File: config.mk
export PLATFORM = sky130hd
export DESIGN_NAME = keypad_emulator_flat
export DESIGN_NICKNAME = d
export VERILOG_FILES = /design/src/rtl/keypad_emulator_if.sv /design/src/rtl/keypad_emulator.sv /design/src/flat_wrapper.sv
export SDC_FILE = /design/constraint.sdc
export NUM_CORES = 1
export LEC_CHECK = 0
export ABC_AREA = 1
export BUFFER_PORTS_ARGS = -buffer_cell sky130_fd_sc_hd__buf_2
export CORE_AREA = 2 2 123 125
export DETAILED_ROUTE_END_ITERATION = 12
export DIE_AREA = 0 0 125 127
export PLACE_DENSITY = 0.51
export SLEW_MARGIN = 20
export SYNTH_ARGS = -nofsm -noshare
export SYNTH_HDL_FRONTEND = slang
export SYNTH_SLANG_ARGS = --single-unit
File: constraint.sdc
create_clock -name clk_100MHz -period 2.45 [get_ports clk_100MHz]
set_input_delay 0.49 -clock clk_100MHz [delete_from_list [all_inputs] [get_ports clk_100MHz]]
set_output_delay 0.49 -clock clk_100MHz [all_outputs]
set_load 0.005 [all_outputs]
File: src/rtl/keypad_emulator_if.sv
// Key request handshake between a key source and the keypad emulator.
interface keypad_emulator_if;
  logic       key_valid;
  logic [3:0] key_code;
  logic       key_ready;

  modport master (output key_valid, output key_code, input key_ready);
  modport slave  (input key_valid, input key_code, output key_ready);
endinterface

File: src/rtl/keypad_emulator.sv
// 4x4 matrix keypad emulator: plays each accepted key as bounce/hold/bounce/gap and
// answers the scanner's active-low column drive with registered active-low rows.
module keypad_emulator #(
  parameter int unsigned HOLD_CYCLES   = 300_000,
  parameter int unsigned BOUNCE_CYCLES = 2_000,
  parameter int unsigned BOUNCE_TOGGLE = 250,
  parameter int unsigned GAP_CYCLES    = 100_000
) (
  input  logic               clk_100MHz,
  input  logic               reset,
  keypad_emulator_if.slave   key_if,
  input  logic [3:0]         col,
  output logic [3:0]         row,
  output logic               busy,
  output logic               done
);

  typedef enum logic [2:0] {
    S_IDLE,
    S_BOUNCE_PRESS,
    S_HOLD,
    S_BOUNCE_REL,
    S_GAP
  } state_t;

  state_t      state_q, state_d;
  logic [31:0] cnt_q, cnt_d;
  logic [31:0] ph_q, ph_d;
  logic        contact_q, contact_d;
  logic [1:0]  kcol_q, kcol_d;
  logic [1:0]  krow_q, krow_d;
  logic [3:0]  row_q, row_d;
  logic        done_q, done_d;
  logic [1:0]  code_col, code_row;

  // Legend -> (column, row) position on the physical pad.
  always_comb begin
    unique case (key_if.key_code)
      4'h1: {code_col, code_row} = {2'd0, 2'd0};
      4'h4: {code_col, code_row} = {2'd0, 2'd1};
      4'h7: {code_col, code_row} = {2'd0, 2'd2};
      4'h0: {code_col, code_row} = {2'd0, 2'd3};
      4'h2: {code_col, code_row} = {2'd1, 2'd0};
      4'h5: {code_col, code_row} = {2'd1, 2'd1};
      4'h8: {code_col, code_row} = {2'd1, 2'd2};
      4'hF: {code_col, code_row} = {2'd1, 2'd3};
      4'h3: {code_col, code_row} = {2'd2, 2'd0};
      4'h6: {code_col, code_row} = {2'd2, 2'd1};
      4'h9: {code_col, code_row} = {2'd2, 2'd2};
      4'hE: {code_col, code_row} = {2'd2, 2'd3};
      4'hA: {code_col, code_row} = {2'd3, 2'd0};
      4'hB: {code_col, code_row} = {2'd3, 2'd1};
      4'hC: {code_col, code_row} = {2'd3, 2'd2};
      4'hD: {code_col, code_row} = {2'd3, 2'd3};
      default: {code_col, code_row} = 4'b0000;
    endcase
  end

  always_comb begin
    state_d   = state_q;
    cnt_d     = cnt_q + 32'd1;
    ph_d      = ph_q;
    contact_d = contact_q;
    kcol_d    = kcol_q;
    krow_d    = krow_q;
    done_d    = 1'b0;

    if (state_q == S_BOUNCE_PRESS || state_q == S_BOUNCE_REL) begin
      if (ph_q == BOUNCE_TOGGLE - 32'd1) begin
        ph_d      = 32'd0;
        contact_d = ~contact_q;
      end else begin
        ph_d = ph_q + 32'd1;
      end
    end

    // Phase exits below override the bounce toggle with the next phase's contact level.
    case (state_q)
      S_IDLE: begin
        cnt_d     = 32'd0;
        contact_d = 1'b0;
        if (key_if.key_valid) begin
          kcol_d    = code_col;
          krow_d    = code_row;
          state_d   = (BOUNCE_CYCLES == 0) ? S_HOLD : S_BOUNCE_PRESS;
          contact_d = 1'b1;
          ph_d      = 32'd0;
        end
      end
      S_BOUNCE_PRESS: begin
        if (cnt_q + 32'd1 >= BOUNCE_CYCLES) begin
          state_d   = S_HOLD;
          cnt_d     = 32'd0;
          contact_d = 1'b1;
        end
      end
      S_HOLD: begin
        if (cnt_q + 32'd1 >= HOLD_CYCLES) begin
          state_d   = (BOUNCE_CYCLES == 0) ? S_GAP : S_BOUNCE_REL;
          cnt_d     = 32'd0;
          contact_d = 1'b0;
          ph_d      = 32'd0;
        end
      end
      S_BOUNCE_REL: begin
        if (cnt_q + 32'd1 >= BOUNCE_CYCLES) begin
          state_d   = S_GAP;
          cnt_d     = 32'd0;
          contact_d = 1'b0;
        end
      end
      S_GAP: begin
        if (cnt_q + 32'd1 >= GAP_CYCLES) begin
          state_d   = S_IDLE;
          cnt_d     = 32'd0;
          contact_d = 1'b0;
          done_d    = 1'b1;
        end
      end
      default: begin
        state_d   = S_IDLE;
        cnt_d     = 32'd0;
        contact_d = 1'b0;
      end
    endcase

    row_d = (contact_q && !col[2'd3 - kcol_q]) ? ~(4'b1000 >> krow_q) : 4'b1111;
  end

  always_ff @(posedge clk_100MHz or posedge reset) begin
    if (reset) begin
      state_q   <= S_IDLE;
      cnt_q     <= 32'd0;
      ph_q      <= 32'd0;
      contact_q <= 1'b0;
      kcol_q    <= 2'd0;
      krow_q    <= 2'd0;
      row_q     <= 4'b1111;
      done_q    <= 1'b0;
    end else begin
      state_q   <= state_d;
      cnt_q     <= cnt_d;
      ph_q      <= ph_d;
      contact_q <= contact_d;
      kcol_q    <= kcol_d;
      krow_q    <= krow_d;
      row_q     <= row_d;
      done_q    <= done_d;
    end
  end

  assign key_if.key_ready = (state_q == S_IDLE);
  assign busy             = (state_q != S_IDLE);
  assign done             = done_q;
  assign row              = row_q;

endmodule

File: src/flat_wrapper.sv
// flat-port wrapper written by rule: the top's interface ports become plain ports
module keypad_emulator_flat 
#(
  parameter int unsigned HOLD_CYCLES   = 300_000,
  parameter int unsigned BOUNCE_CYCLES = 2_000,
  parameter int unsigned BOUNCE_TOGGLE = 250,
  parameter int unsigned GAP_CYCLES    = 100_000
)
  (clk_100MHz, reset, col, row, busy, done, key_if_key_valid, key_if_key_code, key_if_key_ready);
  keypad_emulator_if key_if_i ();
  input  logic clk_100MHz;
  input  logic reset;
  input  logic [3:0] col;
  output logic [3:0] row;
  output logic busy;
  output logic done;
  input wire logic [$bits(key_if_i.key_valid)-1:0] key_if_key_valid;
  input wire logic [$bits(key_if_i.key_code)-1:0] key_if_key_code;
  output wire logic [$bits(key_if_i.key_ready)-1:0] key_if_key_ready;
  assign key_if_i.key_valid = key_if_key_valid;
  assign key_if_i.key_code = key_if_key_code;
  assign key_if_key_ready = key_if_i.key_ready;
  keypad_emulator #(.HOLD_CYCLES(HOLD_CYCLES), .BOUNCE_CYCLES(BOUNCE_CYCLES), .BOUNCE_TOGGLE(BOUNCE_TOGGLE), .GAP_CYCLES(GAP_CYCLES)) u_core (.clk_100MHz(clk_100MHz), .reset(reset), .key_if(key_if_i), .col(col), .row(row), .busy(busy), .done(done));
endmodule
# Yosys cells after proc, flatten, opt, wreduce, memory -nomap -nowiden

Memories as Yosys holds them, arrays and structs flattened. A register that Yosys moved wholly into a read port is not among the register bits.
Cells that the tools add are included.

Logic and storage cells: 63
Output and inout bits: 7
Register bits after elaboration: 73
ROM bits: 64
Input bits: 11
Memories kept: 1

Memories:

| memory          | depth | width | rd ports | clocked after Yosys merged registers in | write ports | line                  | RTL |
|---|---|---|---|---|---|---|---|
| (no name shown) | 16    | 4     | 1        | 1                                       | 0           | keypad_emulator.sv:38 | `unique case (key_if.key_code)` |

Bitwise operators: 2
Add/sub/neg operators: 3
$lt $le $gt $ge: 4
Reduce and logical (&&, ||, !) cells: 8
Shifts and indexed selects: 1
Equal/unequal tests: 10
Mux-type cells: 28

Operator list:

| operator                                                                               | number |
|---|---|
| 32-bit two-way mux                                                                     | 7 |
| 32-bit case mux with 3 select lines                                                    | 1 |
| 32-bit by 1-bit adder with 32-bit output (second input constant)                       | 2 |
| 32-bit case mux with 2 select lines                                                    | 1 |
| 32-bit by 8-bit equality test with 1-bit output (second input constant)                | 1 |
| 32-bit by 11-bit greater-or-equal comparator with 1-bit output (second input constant) | 1 |
| 32-bit by 17-bit greater-or-equal comparator with 1-bit output (second input constant) | 1 |
| 32-bit by 19-bit greater-or-equal comparator with 1-bit output (second input constant) | 1 |
| 3-bit two-way mux                                                                      | 5 |
| 3-bit case mux with 5 select lines                                                     | 1 |
| 1-bit two-way mux                                                                      | 10 |
| 3-bit by 2-bit equality test with 1-bit output (second input constant)                 | 2 |
| 2-bit inequality test (second input constant)                                          | 3 |
| 1-bit case mux with 5 select lines                                                     | 1 |
| 5-bit AND reduction                                                                    | 1 |
| 4-bit two-way mux                                                                      | 1 |
| 2-bit by 1-bit inequality test with 1-bit output (second input constant)               | 2 |
| 4-bit NOT                                                                              | 1 |
| 4-bit by 2-bit >> shifter with 4-bit output (first input constant)                     | 1 |
| 3-bit by 1-bit equality test with 1-bit output (second input constant)                 | 1 |
| 3-bit equality test (second input constant)                                            | 1 |
| 3-bit logical NOT                                                                      | 1 |
| 2-bit by 3-bit less-than comparator with 1-bit output (second input constant)          | 1 |
| 3-bit nonzero test                                                                     | 1 |
| other kinds (8)                                                                        | 8 |

# Longest topological paths before layout

Gate-level depths: netlist of the first run.

Depth in word-level cells: 6
Mapped depth: 18
Depth with buffers taken out: 18

# Worst setup path after synthesis of the first run

Ideal clock, no wire load.

Kind: register -> register
Start point: register u_core.cnt_q[0]
End point: register u_core.cnt_q[15]
Setup time: 0.113 ns
Setup slack: 0.258 ns
Arrival: 2.079 ns
Stages on the path, launching flop included: 15
Data required time: 2.337 ns
Cells stage by stage: dfrtp_1 ha_1 nand2_2 nor2_8 nand2_4 nor2_2 xor2_1 nand2_1 nor3_1 nand2_1 nand3_2 nand3_4 buf_8 nand2_1 inv_1

Longest elaborated chain between the ends: 4
Elaborated cells on any way between the ends: 8

Ends and longest elaborated chain:

| item                                                                                         | line                   | RTL |
|---|---|---|
| start: declaration                                                                           | keypad_emulator.sv:27  | `logic [31:0] cnt_q, cnt_d;` |
| start signal: assignment                                                                     | keypad_emulator.sv:142 | `cnt_q <= cnt_d;` |
| 32-bit by 1-bit adder with 32-bit output *                                                   | n/a                    |  |
| 32-bit by 17-bit greater-or-equal comparator with 1-bit output, or another cell as far along | keypad_emulator.sv:113 | `if (cnt_q + 32'd1 >= GAP_CYCLES) begin` |
| 32-bit two-way mux, on equally long branches                                                 | n/a                    |  |
| 32-bit case mux with 3 select lines *                                                        | keypad_emulator.sv:78  | `case (state_q)` |
| net u_core.cnt_d[15]                                                                         | keypad_emulator.sv:27  |  |

Mark *: on every way through the listed nets, which the timed path passes. The rest lies on a longest branch.
A chain may end at the register's enable or synchronous reset.

# Worst setup path in the final report of the first run

Start point: register u_core.cnt_q[1]
End point: register u_core.ph_q[3]

Longest elaborated chain between the ends: 4

Ends and longest elaborated chain:

| item                                                           | line                   | RTL |
|---|---|---|
| 32-bit by 1-bit adder with 32-bit output                       | keypad_emulator.sv:98  | `if (cnt_q + 32'd1 >= HOLD_CYCLES) begin` |
| 32-bit by 19-bit greater-or-equal comparator with 1-bit output | keypad_emulator.sv:98  |  |
| 32-bit two-way mux                                             | keypad_emulator.sv:98  |  |
| 32-bit case mux with 2 select lines                            | keypad_emulator.sv:78  |  |
| net u_core.ph_d[3]                                             | keypad_emulator.sv:28  | `logic [31:0] ph_q, ph_d;` |
| end signal: assignment                                         | keypad_emulator.sv:143 | `ph_q <= ph_d;` |
| end: declaration                                               | keypad_emulator.sv:28  |  |

The timed path passes the listed nets, and every way through them passes these cells.

==> metrics.txt, run 1 <==
run status finished, final reports clean; sum of overflow across all layers after global routing 0; ANT cells 0; horizontal extent of the die 125 um; share of power burned in combinational logic 25.6%; multi-input gate area in the final layout 0.00286 sq mm; Vias per Instance 4.78; Cell Count, Final, Fillers Out 967; initial detailed-routing violation count 225; overall fraction of global-route tracks in use 15.5%; ANT nets after route 0; clock tree from TritonCTS built; proportion of synthesized flip-flops having asynchronous set or reset 100%; Cell Rows 44; kind of launch point of the worst setup path register; category of the worst setup path capture point register; global placer's final weighted congestion 0.897; Tmin final 2.41 ns; largest fanout of any net on the critical path 7; first-pass GRT wire length 20,100 um; number of storage elements in the synthesis netlist 77; wire length per cell 13.1 um; Hold Violations, Final 0; worst min-delay path class in -> async; DR vias 4,621; largest net degree at the start of global routing 78; number of different library cells in the post-synthesis netlist 39; Yosys top cell area share 36.7%; worst path required time 2.67 ns; Die Outline Area 0.0159 sq mm; transition time at the pin with the least slew margin 0.497 ns; cells along the critical path ha_4, nand2_4, nor2_8, buf_6, nand3b_1, o21ai_2, nand2_2, nor3_1, nand2_2, nand3_4, nand2_4, o21ai_4, clkbuf_16, nor3_2; worst setup path startpoint u_core.cnt_q[1]; Avg Inst Size Synth 7.01 sq um; CP peak stage delay 0.41 ns; clock latency of the later-clocked register in the worst-skew pair 0.34 ns; launch instance of the worst register-to-register path u_core.cnt_q[1]; total number of H-tree levels 3; Max Fclk 0.415 GHz; Static Leak 0.00296 uW; classification of the worst setup path reg -> reg; layout cell share with drive strength beyond 1 21.2%; cell at the root of the clock tree sky130_fd_sc_hd__clkbuf_16; count of filler cells inserted in the layout 1,510; PwrDens 590 mW/mm^2; most common library cell in the layout ignoring fill and taps sky130_fd_sc_hd__nand2_1; synth-to-layout area growth 23.5%; cell type contributing the most total cell area after synthesis sky130_fd_sc_hd__dfrtp_1; arrival time worst endpoint 2.63 ns; number of search-and-repair iterations in the first detailed-routing pass 5; synthesized netlist cell count 709; starting utilization of the core area 34.5%; clock-pin slew of the registers on the worst-case setup and hold paths 0.06 ns; total number of clock tree sinks 77; Placed Instances 936; internal power 2470 uW; DRC violations left 0; Max-Cap Viols 0; via count of the first global-routing pass 4,291; reg2reg setup slack 0.04 ns; switching power 1160 uW; Max Root-Sink Buffers 2; worst reg2reg endpoint u_core.ph_q[3]; total wirelength of the detailed-routed design 12,700 um; Main synth FF type sky130_fd_sc_hd__dfrtp_1; worst setup path end u_core.ph_q[3]; Pins Over Slew Limit 0; RSZ-0062 raised after global routing yes; cell area after layout 0.00614 sq mm; area of the core 0.0144 sq mm; sequential-to-total area share from yosys stat 38.9%; most used cells in the layout excluding fill and tap cells 194 x sky130_fd_sc_hd__nand2_1, 98 x sky130_fd_sc_hd__nor2_1, 92 x sky130_fd_sc_hd__inv_1, 68 x sky130_fd_sc_hd__dfrtp_1, 36 x sky130_fd_sc_hd__nand3_1; total placed instance area 0.00547 sq mm; cell area after technology mapping 0.00497 sq mm; setup violators final 0; Sequential cell area 0.00194 sq mm; clock share of power 34.0%; Port-buffer cells 17; top area cells in the synthesized netlist sky130_fd_sc_hd__dfrtp_1 37%, sky130_fd_sc_hd__nand2_1 15%, sky130_fd_sc_hd__nor2_1 8.2%; switching share of total power 31.9%; Slowest cell on crit path sky130_fd_sc_hd__dfrtp_1; Yosys Warn Count 0; IR Drop Worst-Case VDD 335 uV; Max transition margin 66.6%; depth of the most critical reg-to-reg path 14; IO Count 18; floorplan die height 127 um; Sequential Power Share 40.4%; Net count, final 793; setup clock skew after layout 0.00760 ns; number of antenna violations at the first check in global routing 0; number of synthesized flops with an enable pin 0; estimated wirelength of the detail-placed design 9320 um; TritonCTS Buffers 9; Period Utilization, post-route 98.4%
==> power by group through the flow <==
stage          clock (uW)  combinational, uW  sequential (uW)
3_5_place_dp            0                814             1480
3_3_place_gp            0                807             1480
5_1_grt              1330               1040             1480
6_report             1230                927             1460
2_1_floorplan           0                515             1470
4_1_cts              1270                815             1460
==> cells in the mapped netlist (all sizes together) (3+ instances only) <==
cell type and n:
a21oi 9, o22ai 3, dfstp 4, nand4 18, xor2 16, ha 4
nand3 42, nor4 10, o21ai 20, nand2 221, nand3b 8, xnor2 10
buf 4, nor3 20, dfrtp 73, nor2 128, inv 106
==> worst min-delay path by stage <==
stage | startpoint | end | slack (ns) | depth (start not counted)
2_1_floorplan | u_core.krow_q[0] | u_core.row[0] | 0.42 | 1
3_3_place_gp | u_core.krow_q[0] | u_core.row[0] | 0.43 | 1
3_5_place_dp | u_core.krow_q[0] | u_core.row[2] | 0.44 | 1
4_1_cts | reset | u_core.cnt_q[8] | 0.28 | 3
5_1_grt | reset | u_core.cnt_q[11] | 0.29 | 3
6_report | reset | u_core.ph_q[0] | 0.25 | 3
==> layout make-up <==
type                       count  share of cell area (%)
clock buffer                  11                    3.95
clock inverter                 5                   0.448
inverter                     107                    6.64
multi-input combinational    533                    46.6
sequential                    77                    31.6
tap                          184                    3.75
timing repair buffer          50                    7.05
==> per-layer routing <==
layer | vias up | GRT usage [%] | share of wire, %
li1 | 2338 | - | -
met1 | 2183 | 19.7 | 46
met2 | 80 | 26.5 | 49
met3 | 20 | 2.93 | 3.5
met4 | 0 | 5.82 | 1.9
met5 | - | 0 | 0
==> registers in the layout, summed over array words and instances (netlist names) <==
signal	count
u_core.krow_q	2
u_core.done	1
u_core.cnt_q	32
u_core.state_q	3
u_core.kcol_q	2
u_core.contact_q	1
u_core.ph_q	32
u_core.row	4
==> cells by family after synthesis <==
| group | after synthesis | synth area share, % |
|---|---|---|
| fa+ha+maj | 4 | 1.01 |
| other cells | 1 | 0.0754 |
| xor+xnor | 26 | 4.58 |
| simple gates | 452 | 42.3 |
| compound gates | 38 | 4.33 |
| flops | 77 | 38.9 |
| buf+inv | 111 | 8.81 |
==> per-stage QoR <==
| stage | utilization, % | TNS, ns | hold WS (ns) | total power (uW) | setup slack [ns] |
|---|---|---|---|---|---|
| 3_3_place_gp | 37.9 | 0 | 0.433 | 2290 | 0.0113 |
| 5_1_grt | 42.6 | -0.805 | 0.291 | 3850 | -0.0417 |
| 4_1_cts | 39.9 | 0 | 0.284 | 3540 | 0.0440 |
| 2_1_floorplan | - | 0 | 0.418 | 1980 | 0.258 |
| 6_report | 42.6 | 0 | 0.249 | 3620 | 0.0399 |
| 3_5_place_dp | 37.9 | 0 | 0.440 | 2300 | 0.0318 |
==> worst max-delay path: cells and delay by family, from the launching register on <==
family | cells | cell delay (ns)
compound gates | 2 | 0.29
fa+ha+maj | 1 | 0.18
simple gates | 9 | 1.06
flops | 1 | 0.41
buf+inv | 2 | 0.34
==> repair_timing <==
action | CTS | global route
hold endpoints to repair | 0 | 0
pin swaps | 0 | 23
endpoints found under the setup margin | 1 | 52
gates cloned | 0 | 2
hold buffers | 0 | 0
buffers inserted | 1 | 12
resized for setup | 0 | 64
Note: power is estimated with default switching activity, not from simulation.
==> inputs of run 2 (changes only) <==
- SETUP_SLACK_MARGIN: default -> 0.2
==> run 2 against run 1 <==
Die area stayed put. Routed wire length is 0.80% higher. Count of clock-buffer cells in the layout stayed put. Sequential power hardly changed. Sequential share of layout area is 0.77 points lower. Worst setup slack better by 0.046 ns.
==> metrics.txt, run 2 (synthesis gave the netlist of run 1 again) <==
run status finished, final reports clean; Max Root-Sink Buffers 2; clock tree from TritonCTS built; Static Leak 0.00302 uW; PwrDens 585 mW/mm^2; estimated wirelength of the detail-placed design 9320 um; first-pass GRT wire length 20,500 um; IO Count 18; count of filler cells inserted in the layout 1,512; WL met1 5720 um; IR Drop Worst-Case VDD 356 uV; cells along the critical path ha_4, nand2_4, nor2_8, nand2_4, buf_6, xor2_4, nor2_1, nand2_1, nand2_1, nand2_1, nand2_1, nand2_2, nand3_4, nand2_4, o21ai_4, clkbuf_16, nor3_2; setup violators final 0; cell at the root of the clock tree sky130_fd_sc_hd__clkbuf_16; total number of clock tree sinks 77; multi-input gate area in the final layout 0.00294 sq mm; kind of launch point of the worst setup path register; worst setup path end u_core.ph_q[3]; cell seen most often among critical-path stages sky130_fd_sc_hd__nand2_1; Period Utilization, post-route 96.5%; worst path required time 2.67 ns; largest fanout of any net on the critical path 7; synth-to-layout area growth 26.5%; sum of overflow across all layers after global routing 0; Net count, final 802; final-layout worst hold slack 0.249 ns; layout cell share with drive strength beyond 1 24.1%; switching power 1210 uW; depth of the most critical reg-to-reg path 17; clock latency of the later-clocked register in the worst-skew pair 0.34 ns; Sequential cell area 0.00194 sq mm; Tmin final 2.36 ns; Vias per Instance 4.79; floorplan die height 127 um; most used cells in the layout excluding fill and tap cells 191 x sky130_fd_sc_hd__nand2_1, 91 x sky130_fd_sc_hd__inv_1, 88 x sky130_fd_sc_hd__nor2_1, 70 x sky130_fd_sc_hd__dfrtp_1, 35 x sky130_fd_sc_hd__nand3_1; Cell Rows 44; arrival time worst endpoint 2.58 ns; CP peak stage delay 0.40 ns; largest net degree at the start of global routing 78; TritonCTS Buffers 9; Hold Violations, Final 0; ANT cells 0; reg2reg setup slack 0.09 ns; Cell Count, Final, Fillers Out 976; share of power burned in combinational logic 26.7%; initial detailed-routing violation count 234; total wirelength of the detailed-routed design 12,800 um; clock-pin slew of the registers on the worst-case setup and hold paths 0.06 ns; most common library cell in the layout ignoring fill and taps sky130_fd_sc_hd__nand2_1; ANT nets after route 0; setup clock skew after layout 0.00794 ns; Max-Cap Viols 0; overall power of the completed layout 3680 uW; number of antenna violations at the first check in global routing 0; overall fraction of global-route tracks in use 15.9%; worst setup path startpoint u_core.cnt_q[0]; Max transition margin 66.5%; routed wire length on met3 456 um; Die Outline Area 0.0159 sq mm; switching share of total power 32.8%; DR vias 4,673; internal power 2470 uW; worst reg2reg endpoint u_core.ph_q[3]; number of search-and-repair iterations in the first detailed-routing pass 6; Placed Instances 936; starting utilization of the core area 34.5%; Slowest cell on crit path sky130_fd_sc_hd__dfrtp_1; Sequential Power Share 39.8%; launch instance of the worst register-to-register path u_core.cnt_q[0]; via count of the first global-routing pass 4,363; total number of H-tree levels 3; Routed met2 length 6340 um; Port-buffer cells 17; horizontal extent of the die 125 um; clock share of power 33.5%; RSZ-0062 raised after global routing yes; Max Fclk 0.423 GHz; category of the worst setup path capture point register; wire length per cell 13.1 um; classification of the worst setup path reg -> reg; worst min-delay path class in -> async; area of the core 0.0144 sq mm; global placer's final weighted congestion 0.897; DRC violations left 0; transition time at the pin with the least slew margin 0.498 ns; highest layer used for signal routing met4; Pins Over Slew Limit 0
## run 2: worst min-delay path by stage
stage | slack (ns) | start | end | cells after the start
after global routing | 0.29 | reset | u_core.cnt_q[14] | 3
after detailed placement | 0.44 | u_core.krow_q[0] | u_core.row[2] | 1
after CTS | 0.28 | reset | u_core.cnt_q[14] | 3
final | 0.25 | reset | u_core.cnt_q[10] | 3
after global placement | 0.43 | u_core.krow_q[0] | u_core.row[0] | 1
after floorplan | 0.42 | u_core.krow_q[0] | u_core.row[0] | 1
## run 2: final cells by class
cell class	instances	share of cell area [%]
multi-input cells	533	46.8
clock inverters	5	0.438
repair buffers	59	7.94
inverters	107	6.49
well taps	184	3.66
flip-flops and latches	77	30.8
clock buffers	11	3.86
## run 2: worst max-delay path: cells and delay by family (launching register included)
family / cells / cell delay [ns]
simple gates: 12 / 1.02
flops: 1 / 0.40
buf+inv: 2 / 0.37
fa+ha+maj: 1 / 0.18
xor+xnor: 1 / 0.15
compound gates: 1 / 0.12
## run 2: stage by stage
| stage | utilization (%) | instance area (sq um) | worst slack (ns) | TNS [ns] |
|---|---|---|---|---|
| after floorplan | - | 5020 | 0.258 | 0 |
| after global placement | 37.9 | 5470 | 0.0113 | 0 |
| after detailed placement | 37.9 | 5470 | 0.0318 | 0 |
| after CTS | 41.1 | 5920 | 0.0981 | 0 |
| after global routing | 43.6 | 6290 | -0.112 | -3.46 |
| final | 43.6 | 6290 | 0.0859 | 0 |
## run 2: per-layer routing
layer  track usage (%)  vias to the layer above
met1              19.7                     2202
met2              27.4                       91
met5                 0                        -
met3              3.52                       22
li1                  -                     2358
met4              5.36                        0
## run 2: power by group through the flow
stage | sequential, uW | combinational, uW | clock (uW)
floorplan | 1470 | 515 | 0
global placement | 1480 | 807 | 0
detailed placement | 1480 | 814 | 0
CTS | 1460 | 819 | 1270
global route | 1480 | 1090 | 1330
finish | 1460 | 980 | 1230
## run 2: timing repair
action                                  CTS  global route
pin swaps                                13            20
setup buffers                             9            13
hold buffers                              0             0
cloned                                    1             1
gates resized for setup                  21            65
endpoints found under the setup margin   52            55
